File: src/rtl/player_bullet_ctrl.sv
// Single player bullet: launches on a fire press, climbs one step per frame tick,
// retires on a hit or on leaving the top of the playfield, then waits out a cooldown.
module player_bullet_ctrl #(
    parameter int BULLET_SPEED   = 4,
    parameter int TOP_Y          = 0,
    parameter int MUZZLE_OFFSET  = 10,
    parameter int X_MAX          = 639,
    parameter int COOLDOWN_TICKS = 8
) (
    input  logic       clk,
    input  logic       rst_n,
    input  logic       tick,
    input  logic       fire,
    input  logic [9:0] player_x,
    input  logic [8:0] player_y,
    input  logic       collision,
    output logic [9:0] bullet_x,
    output logic [8:0] bullet_y,
    output logic       bullet_active,
    output logic       hit_pulse,
    output logic       busy
);

    typedef enum logic [1:0] {IDLE, FLYING, HIT, COOLDOWN} state_t;

    localparam logic [10:0] MUZZLE_W   = 11'(MUZZLE_OFFSET);
    localparam logic [10:0] X_MAX_W    = 11'(X_MAX);
    localparam logic [9:0]  MISS_LIMIT = 10'(TOP_Y + BULLET_SPEED);
    localparam logic [8:0]  SPEED_W    = 9'(BULLET_SPEED);
    localparam logic [7:0]  COOL_W     = 8'(COOLDOWN_TICKS);

    state_t     state_q, state_d;
    logic [9:0] bullet_x_q, bullet_x_d;
    logic [8:0] bullet_y_q, bullet_y_d;
    logic       active_q, active_d;
    logic       hit_q, hit_d;
    logic       busy_q, busy_d;
    logic [7:0] cnt_q, cnt_d;
    logic       fire_dly_q, fire_dly_d;

    logic [10:0] launch_sum;
    logic [9:0]  launch_x;
    logic        fire_rise;

    // Sum kept 11 bits wide so the clamp sees the true value instead of a wrapped one.
    assign launch_sum = {1'b0, player_x} + MUZZLE_W;
    assign launch_x   = (launch_sum > X_MAX_W) ? X_MAX_W[9:0] : launch_sum[9:0];
    assign fire_rise  = fire & ~fire_dly_q;

    always_comb begin
        state_d    = state_q;
        bullet_x_d = bullet_x_q;
        bullet_y_d = bullet_y_q;
        active_d   = active_q;
        hit_d      = 1'b0;
        cnt_d      = cnt_q;
        fire_dly_d = fire;

        case (state_q)
            IDLE: begin
                if (fire_rise) begin
                    bullet_x_d = launch_x;
                    bullet_y_d = player_y;
                    active_d   = 1'b1;
                    state_d    = FLYING;
                end
            end
            FLYING: begin
                if (collision) begin
                    active_d = 1'b0;
                    hit_d    = 1'b1;
                    state_d  = HIT;
                end else if (tick && ({1'b0, bullet_y_q} < MISS_LIMIT)) begin
                    // Retire before subtracting so bullet_y never underflows.
                    active_d = 1'b0;
                    cnt_d    = COOL_W;
                    state_d  = COOLDOWN;
                end else if (tick) begin
                    bullet_y_d = bullet_y_q - SPEED_W;
                end
            end
            HIT: begin
                cnt_d   = COOL_W;
                state_d = COOLDOWN;
            end
            COOLDOWN: begin
                if (cnt_q == 8'd0) begin
                    state_d = IDLE;
                end else if (tick) begin
                    cnt_d = cnt_q - 8'd1;
                end
            end
            default: state_d = IDLE;
        endcase

        busy_d = (state_d != IDLE);
    end

    always_ff @(posedge clk) begin
        if (!rst_n) begin
            state_q    <= IDLE;
            bullet_x_q <= '0;
            bullet_y_q <= '0;
            active_q   <= 1'b0;
            hit_q      <= 1'b0;
            busy_q     <= 1'b0;
            cnt_q      <= '0;
            // A button held through reset is not a fresh press once reset lifts.
            fire_dly_q <= fire;
        end else begin
            state_q    <= state_d;
            bullet_x_q <= bullet_x_d;
            bullet_y_q <= bullet_y_d;
            active_q   <= active_d;
            hit_q      <= hit_d;
            busy_q     <= busy_d;
            cnt_q      <= cnt_d;
            fire_dly_q <= fire_dly_d;
        end
    end

    assign bullet_x      = bullet_x_q;
    assign bullet_y      = bullet_y_q;
    assign bullet_active = active_q;
    assign hit_pulse     = hit_q;
    assign busy          = busy_q;

endmodule

File: config.mk
export PLATFORM = sky130hd
export DESIGN_NAME = player_bullet_ctrl
export DESIGN_NICKNAME = d
export VERILOG_FILES = /design/src/rtl/player_bullet_ctrl.sv
export SDC_FILE = /design/constraint.sdc
export NUM_CORES = 1
export LEC_CHECK = 0
export CAP_MARGIN = 10
export CORE_MARGIN = 5
export CORE_UTILIZATION = 42
export DETAILED_ROUTE_END_ITERATION = 8
export HOLD_SLACK_MARGIN = 0.03
export PLACE_DENSITY = 0.84
export SLEW_MARGIN = 20
export SYNTH_ARGS = -nofsm -noshare
export SYNTH_HDL_FRONTEND = slang
export SYNTH_SLANG_ARGS = --single-unit
File: constraint.sdc
create_clock -name clk -period 1.95 [get_ports clk]
set_clock_uncertainty 0.1 [all_clocks]
set_input_delay 0.195 -clock clk [delete_from_list [all_inputs] [get_ports clk]]
set_output_delay 0.195 -clock clk [all_outputs]
set_load 0.01 [all_outputs]
==> impl_metrics.csv, run 1 <==
group,metric,value,unit
synthesis,ys.flop_type,"dfxtp_1",
drt,firstDrtPassIters,4,
critical_path,required,2.03,ns
drt,drc,0,
critical_path,crit_fanout,8,
sta,hold_viol,0,
finish,nNetsFinal,338,
finish,seqCellArea,664,µm²
power_and_ir_drop,ir_worst_vdd,0.290,mV
sta,drv_slew,0,
sta,final.setup.tns,-0.0245,ns
synthesis,syn_area_per_cell,8.18,µm²
synthesis,syn_nets,252,
sta,worst_slack,-0.0124,ns
critical_path,rrSetupSlack,-0.01,ns
synthesis,ys_seq_area_share,36.0,%
min_path,hold_path_depth,1,
critical_path,reg2reg_depth,6,
floorplanning,floorplan.die.width,76.1,µm
finish,syn2layout_area_growth,56.5,%
finish,multi_input_comb_area,1190,µm²
drt,viasPerCell,5.44,
sta,rsz0062_at_grt,"yes",
grt,grt_start_max_net_pins,16,
synthesis,synth_common_cells,"33 x dfxtp_1, 22 x nand2_1, 18 x o21ai_0",
synthesis,async_flop_share,0,%
grt,grt-ovfl-total,0,
clock_tree,numCtsBuffers,5,
critical_path,crit_chain,"or4_4, buf_6, o21ai_4, a2111oi_2, xnor2_1, nor2_1",
clock_tree,cts_tree,"done",
critical_path,max_stage_delay,0.56,ns
sta,slew_headroom,62.7,%
floorplanning,die_h,76.1,µm
finish,antennaDiodeCount,0,
clock_tree,clock_path_buffers,2,
min_path,hold_class,"input port to flip-flop",
synthesis,ys_types,54,
sta,finalSetupViolCount,2,
critical_path,crit_slowest_cell,"or4_4",
synthesis,synth_most_common_cell,"dfxtp_1",
run_status,violations,"negative setup slack",
critical_path,timing.rr.end,"cnt_q[6]",
job,cap_violations,0,
grt,grt_antenna_before_repair,0,
clock_tree,cts_sinks,33,
clock_tree,root_buffer,"clkbuf_8",
min_path,hp-start,"fire",
grt,grt_util_all_layers,17.6,%
synthesis,synth_area,1830,µm²
synthesis,synthTopCellsByArea,"dfxtp_1 36%, o21ai_0 4.9%, nand2_1 4.5%",
run_status,status,"finished, violations left",
synthesis,ys_ff_latch,33,
placed_design,io_buffers,45,
grt,grt_pass1_wl,8640,µm
clock_tree,clkTransAtPathRegs,0.07,ns
drt,wl_per_cell,14.8,µm
synthesis,synth_warnings,0,
critical_path,cp-start-kind,"flip-flop",
synthesis,synth_top_cell_by_area,"dfxtp_1",
critical_path,arrival,2.04,ns
critical_path,crit_path_end_kind,"flip-flop",
floorplanning,core_region_area,4290,µm²
sta,period_share,101,%
floorplanning,ios,46,
clock_tree,clock_latency,0.29,ns
drt,first_iter_violations,164,
synthesis,synth_top_area_share,36.0,%
power_and_ir_drop,p_per_area,779,nW/µm²
finish,fin_util,66.8,%
sta,worst_pin_slew,0.558,ns
finish,drive_above_1_share,24.8,%
sta,max_freq,510,MHz
floorplanning,dieArea,5790,µm²
synthesis,synth_edf_count,0,
clock_tree,ctsHtreeMaxLevel,2,
sta,hold_ws,0.297,ns
drt,routed_wl,5370,µm
finish,num-fill-cells,348,
power_and_ir_drop,cellLeakagePower,1.15,nW
min_path,whs_endpoint,"fire_dly_q",
drt,ant_nets,0,
placed_design,place_congestion,0.887,
critical_path,reg2reg_from,"cnt_q[3]",
drt,vias,1974,
sta,fin_crit,1.96,ns
grt,first_global_vias,1978,
floorplanning,start_util,42.7,%
floorplanning,rows,24,
placed_design,hpwl,3820,µm
clock_tree,holdBufCountCts,0,
synthesis,synth_cells,224,
critical_path,worst-setup-path-type,"flip-flop to flip-flop",
[flip-flops by register name, summed over array words and instances (netlist names)]
register,flops
bullet_x,10
bullet_y,9
cnt_q,8
state_q,2
bullet_active,1
busy,1
fire_dly_q,1
hit_pulse,1
[placed cells by master, fill, tap and decap left out, types with 2 or more instances in the layout]
cell type,instances
a21boi_0,7
xnor2_1,6
and2_1,2
inv_2,2
a211oi_1,3
o22ai_1,2
dfxtp_2,3
nand2_1,22
inv_1,8
a21oi_1,15
clkbuf_8,6
dfxtp_1,30
ha_1,3
buf_4,44
nand2b_1,3
a21o_1,3
nand3_1,8
or4_4,3
nor2b_1,2
nor2_1,15
o31ai_1,2
nor3_1,4
nand4_1,2
xor2_1,6
o21a_1,6
a31oi_1,5
nor2_4,2
clkdlybuf4s50_1,45
o21ai_0,18
[critical path, delay by kind of cell, from the launching register on]
family	cells	cell delay, ns
XOR/XNOR	1	0.22
AND/OR/NAND/NOR	2	0.63
flip-flops	1	0.32
buffers and inverters	1	0.15
AO/OA/AOI/OAI	2	0.41
[cells by family (layout without fill, tap and decap cells)]
| logic type | Yosys count | after routing | share of synthesized area (%) |
|---|---|---|---|
| mux | 1 | 1 | 0.546 |
| compound gates | 75 | 75 | 27.2 |
| xor+xnor | 13 | 13 | 6.21 |
| buf+inv | 21 | 108 | 4.44 |
| simple gates | 77 | 77 | 22.8 |
| flops | 33 | 33 | 36.0 |
| fa+ha+maj | 4 | 4 | 2.73 |
[power by group]
group	internal, W	switching (W)
clock network	0.000416	0.000244
logic	0.000420	0.000368
registers	0.000737	0.0000511
total	0.00157	0.000663
[what timing repair did]
item / 4_1_cts / 5_1_grt
buffers inserted: 0 / 3
gates cloned: 0 / 0
pin swaps: 0 / 9
resized for setup: 7 / 18
setup endpoints to repair: 11 / 9
[layout make-up]
type,count,area share (%)
clock buffer,7,3.01
clock inverter,1,1.05
multi-input combinational,170,41.6
inverter,10,1.31
sequential,33,23.2
tap,52,2.27
timing repair buffer,90,27.6
[through the flow]
step	total power [W]	instances	instance area [µm²]	setup slack, ns
global route	0.00236	363	2870	-0.0980
detailed placement	0.00146	353	2630	-0.217
floorplan	0.00114	224	1840	0.0273
CTS	0.00213	360	2760	-0.0158
global placement	0.00144	353	2630	-0.0857
finish	0.00224	363	2870	-0.0124
[routing by layer]
layer  vias to the layer above  track usage (%)  part of all wire [%]  routed length [µm]
met5                         -                0                     0                   0
met4                         0             5.42                   1.7                  90
met3                        11             4.85                   4.8                 259
met2                        51             31.3                    52                2790
met1                       932             20.3                    41                2230
li1                        980                -                     -                   -
[worst max path at each step]
stage	from	to	slack, ns	cells past startpoint
final	cnt_q[3]	cnt_q[6]	-0.01	6
after global routing	cnt_q[0]	cnt_q[3]	-0.1	7
after CTS	bullet_y[2]	cnt_q[6]	-0.02	5
after detailed placement	bullet_y[6]	cnt_q[6]	-0.22	5
after global placement	player_x[1]	bullet_x[2]	-0.09	7
after floorplan	cnt_q[2]	cnt_q[7]	0.03	5
(Power assumes the default switching activity.)
==> inputs of run 2 (changes only) <==
--- a/config.mk
+++ b/config.mk
@@ -11,6 +11,7 @@
 export DETAILED_ROUTE_END_ITERATION = 8
 export HOLD_SLACK_MARGIN = 0.03
 export PLACE_DENSITY = 0.84
+export SKIP_CTS_REPAIR_TIMING = 1
 export SLEW_MARGIN = 20
 export SYNTH_ARGS = -nofsm -noshare
 export SYNTH_HDL_FRONTEND = slang
==> impl_metrics.csv, run 2 (synthesized netlist as in run 1, its figures left out) <==
group,metric,value,unit
drt,ant_nets,0,
clock_tree,ctsHtreeMaxLevel,2,
grt,gr-usage-met1,20.1,%
clock_tree,clock_latency,0.29,ns
clock_tree,numCtsBuffers,5,
floorplanning,rows,24,
floorplanning,core_region_area,4290,µm²
drt,routed_wl,5240,µm
critical_path,crit_path_end_kind,"flip-flop",
finish,fin_cells,363,
drt,vias,1965,
sta,worst_pin_slew,0.555,ns
finish,num-fill-cells,347,
floorplanning,dieArea,5790,µm²
finish,drive_above_1_share,24.4,%
power_and_ir_drop,pwr-share-seq,35.6,%
sta,max_freq,504,MHz
sta,drv_slew,0,
clock_tree,clkTransAtPathRegs,0.07,ns
drt,drc,0,
finish,largest_reg_flops,10,
drt,first_iter_violations,152,
grt,met3_usage,4.85,%
grt,grt_util_all_layers,17.4,%
placed_design,place_congestion,0.887,
placed_design,placed_cells,353,
drt,viasPerCell,5.41,
finish,final_cell_area,2860,µm²
sta,worst_slack,-0.0341,ns
drt,wl_per_cell,14.4,µm
power_and_ir_drop,p_sw,0.000648,W
clock_tree,clock_path_buffers,2,
floorplanning,die_h,76.1,µm
finish,final_cell_mix,"45 x clkdlybuf4s50_1, 44 x buf_4, 30 x dfxtp_1, 22 x nand2_1, 18 x o21ai_0",
sta,finalSetupViolCount,1,
finish,layout_commonest_cell,"clkdlybuf4s50_1",
power_and_ir_drop,cellLeakagePower,1.15,nW
sta,hold_viol,0,
placed_design,hpwl,3820,µm
floorplanning,floorplan.die.width,76.1,µm
floorplanning,ios,46,
finish,antennaDiodeCount,0,
job,cap_violations,0,
critical_path,arrival,2.05,ns
clock_tree,cts_tree,"done",
min_path,hold_class,"input port to flip-flop",
finish,fin_util,66.6,%
grt,met2_usage,30.9,%
placed_design,io_buffers,45,
placed_design,placed_cell_area,2630,µm²
sta,fin_crit,1.98,ns
power_and_ir_drop,clkPwrFrac,29.8,%
critical_path,required,2.02,ns
power_and_ir_drop,swShare,29.3,%
grt,grt_pass1_wl,8550,µm
sta,slew_headroom,62.9,%
power_and_ir_drop,internal_power,0.00156,W
clock_tree,cts_sinks,33,
finish,nNetsFinal,338,
sta,period_share,102,%
critical_path,cp-start-kind,"flip-flop",
sta,rsz0062_at_grt,"yes",
floorplanning,start_util,42.7,%
grt,gr-max-usage-layer,"met2",
power_and_ir_drop,p_per_area,772,nW/µm²
grt,grt_start_max_net_pins,16,
power_and_ir_drop,combPwrFrac,34.6,%
grt,grt-ovfl-total,0,
grt,first_global_vias,1983,
drt,firstDrtPassIters,4,
critical_path,crit_fanout,8,
clock_tree,root_buffer,"clkbuf_8",
run_status,violations,"negative setup slack",
power_and_ir_drop,ir_worst_vdd,0.291,mV
finish,syn2layout_area_growth,56.0,%
critical_path,worst-setup-path-type,"flip-flop to flip-flop",
grt,grt_antenna_before_repair,0,
placed_design,place_ws,-0.217,ns
run_status,status,"finished, violations left",
run 2: path summary, 6_finish.rpt:
| path | slack (ns) | end | depth (start not counted) | from |
|---|---|---|---|---|
| setup / recovery | -0.03 | cnt_q[6] | 6 | cnt_q[3] |
| hold / removal | 0.29 | fire_dly_q | 1 | fire |
| setup reg to reg | -0.03 | cnt_q[6] | 6 | cnt_q[3] |
| hold reg to reg | 0.37 | bullet_y[0] | 2 | bullet_y[0] |
run 2: through the flow:
stage / power (W) / hold WS (ns) / setup TNS [ns]
final: 0.00221 / 0.295 / -0.0341
after global routing: 0.00234 / 0.296 / -0.211
after CTS: 0.00212 / 0.299 / -0.867
after detailed placement: 0.00146 / 0.359 / -1.64
after global placement: 0.00144 / 0.350 / -0.610
after floorplan: 0.00114 / 0.123 / 0
run 2: power groups by stage:
stage | clock (W) | combinational, W | sequential, W
after global placement | 0 | 0.000646 | 0.000793
after floorplan | 0 | 0.000334 | 0.000808
final | 0.000659 | 0.000763 | 0.000786
after detailed placement | 0 | 0.000665 | 0.000793
after CTS | 0.000667 | 0.000672 | 0.000782
after global routing | 0.000708 | 0.000834 | 0.000794
run 2: cell type report:
class	count	area (µm²)	share of cell area (%)
Clock buffer	7	86.3	3.02
Multi-Input combinational cell	170	1180	41.4
Tap cell	52	65.1	2.27
Inverter	10	37.5	1.31
Timing Repair Buffer	90	792	27.7
Sequential cell	33	664	23.2
Clock inverter	1	30.0	1.05
run 2: metal layers:
layer	wire length [µm]	part of all wire [%]
met1	2140	41
met2	2730	52
met3	288	5.5
met4	85	1.6
met5	0	0
run 2: critical path, cell delays in order, from the launching register on:
cell	delay [ns]
dfxtp_2	0.32
or4_4	0.56
buf_6	0.15
o21ai_4	0.26
a2111oi_2	0.13
xnor2_1	0.24
nor2_1	0.10
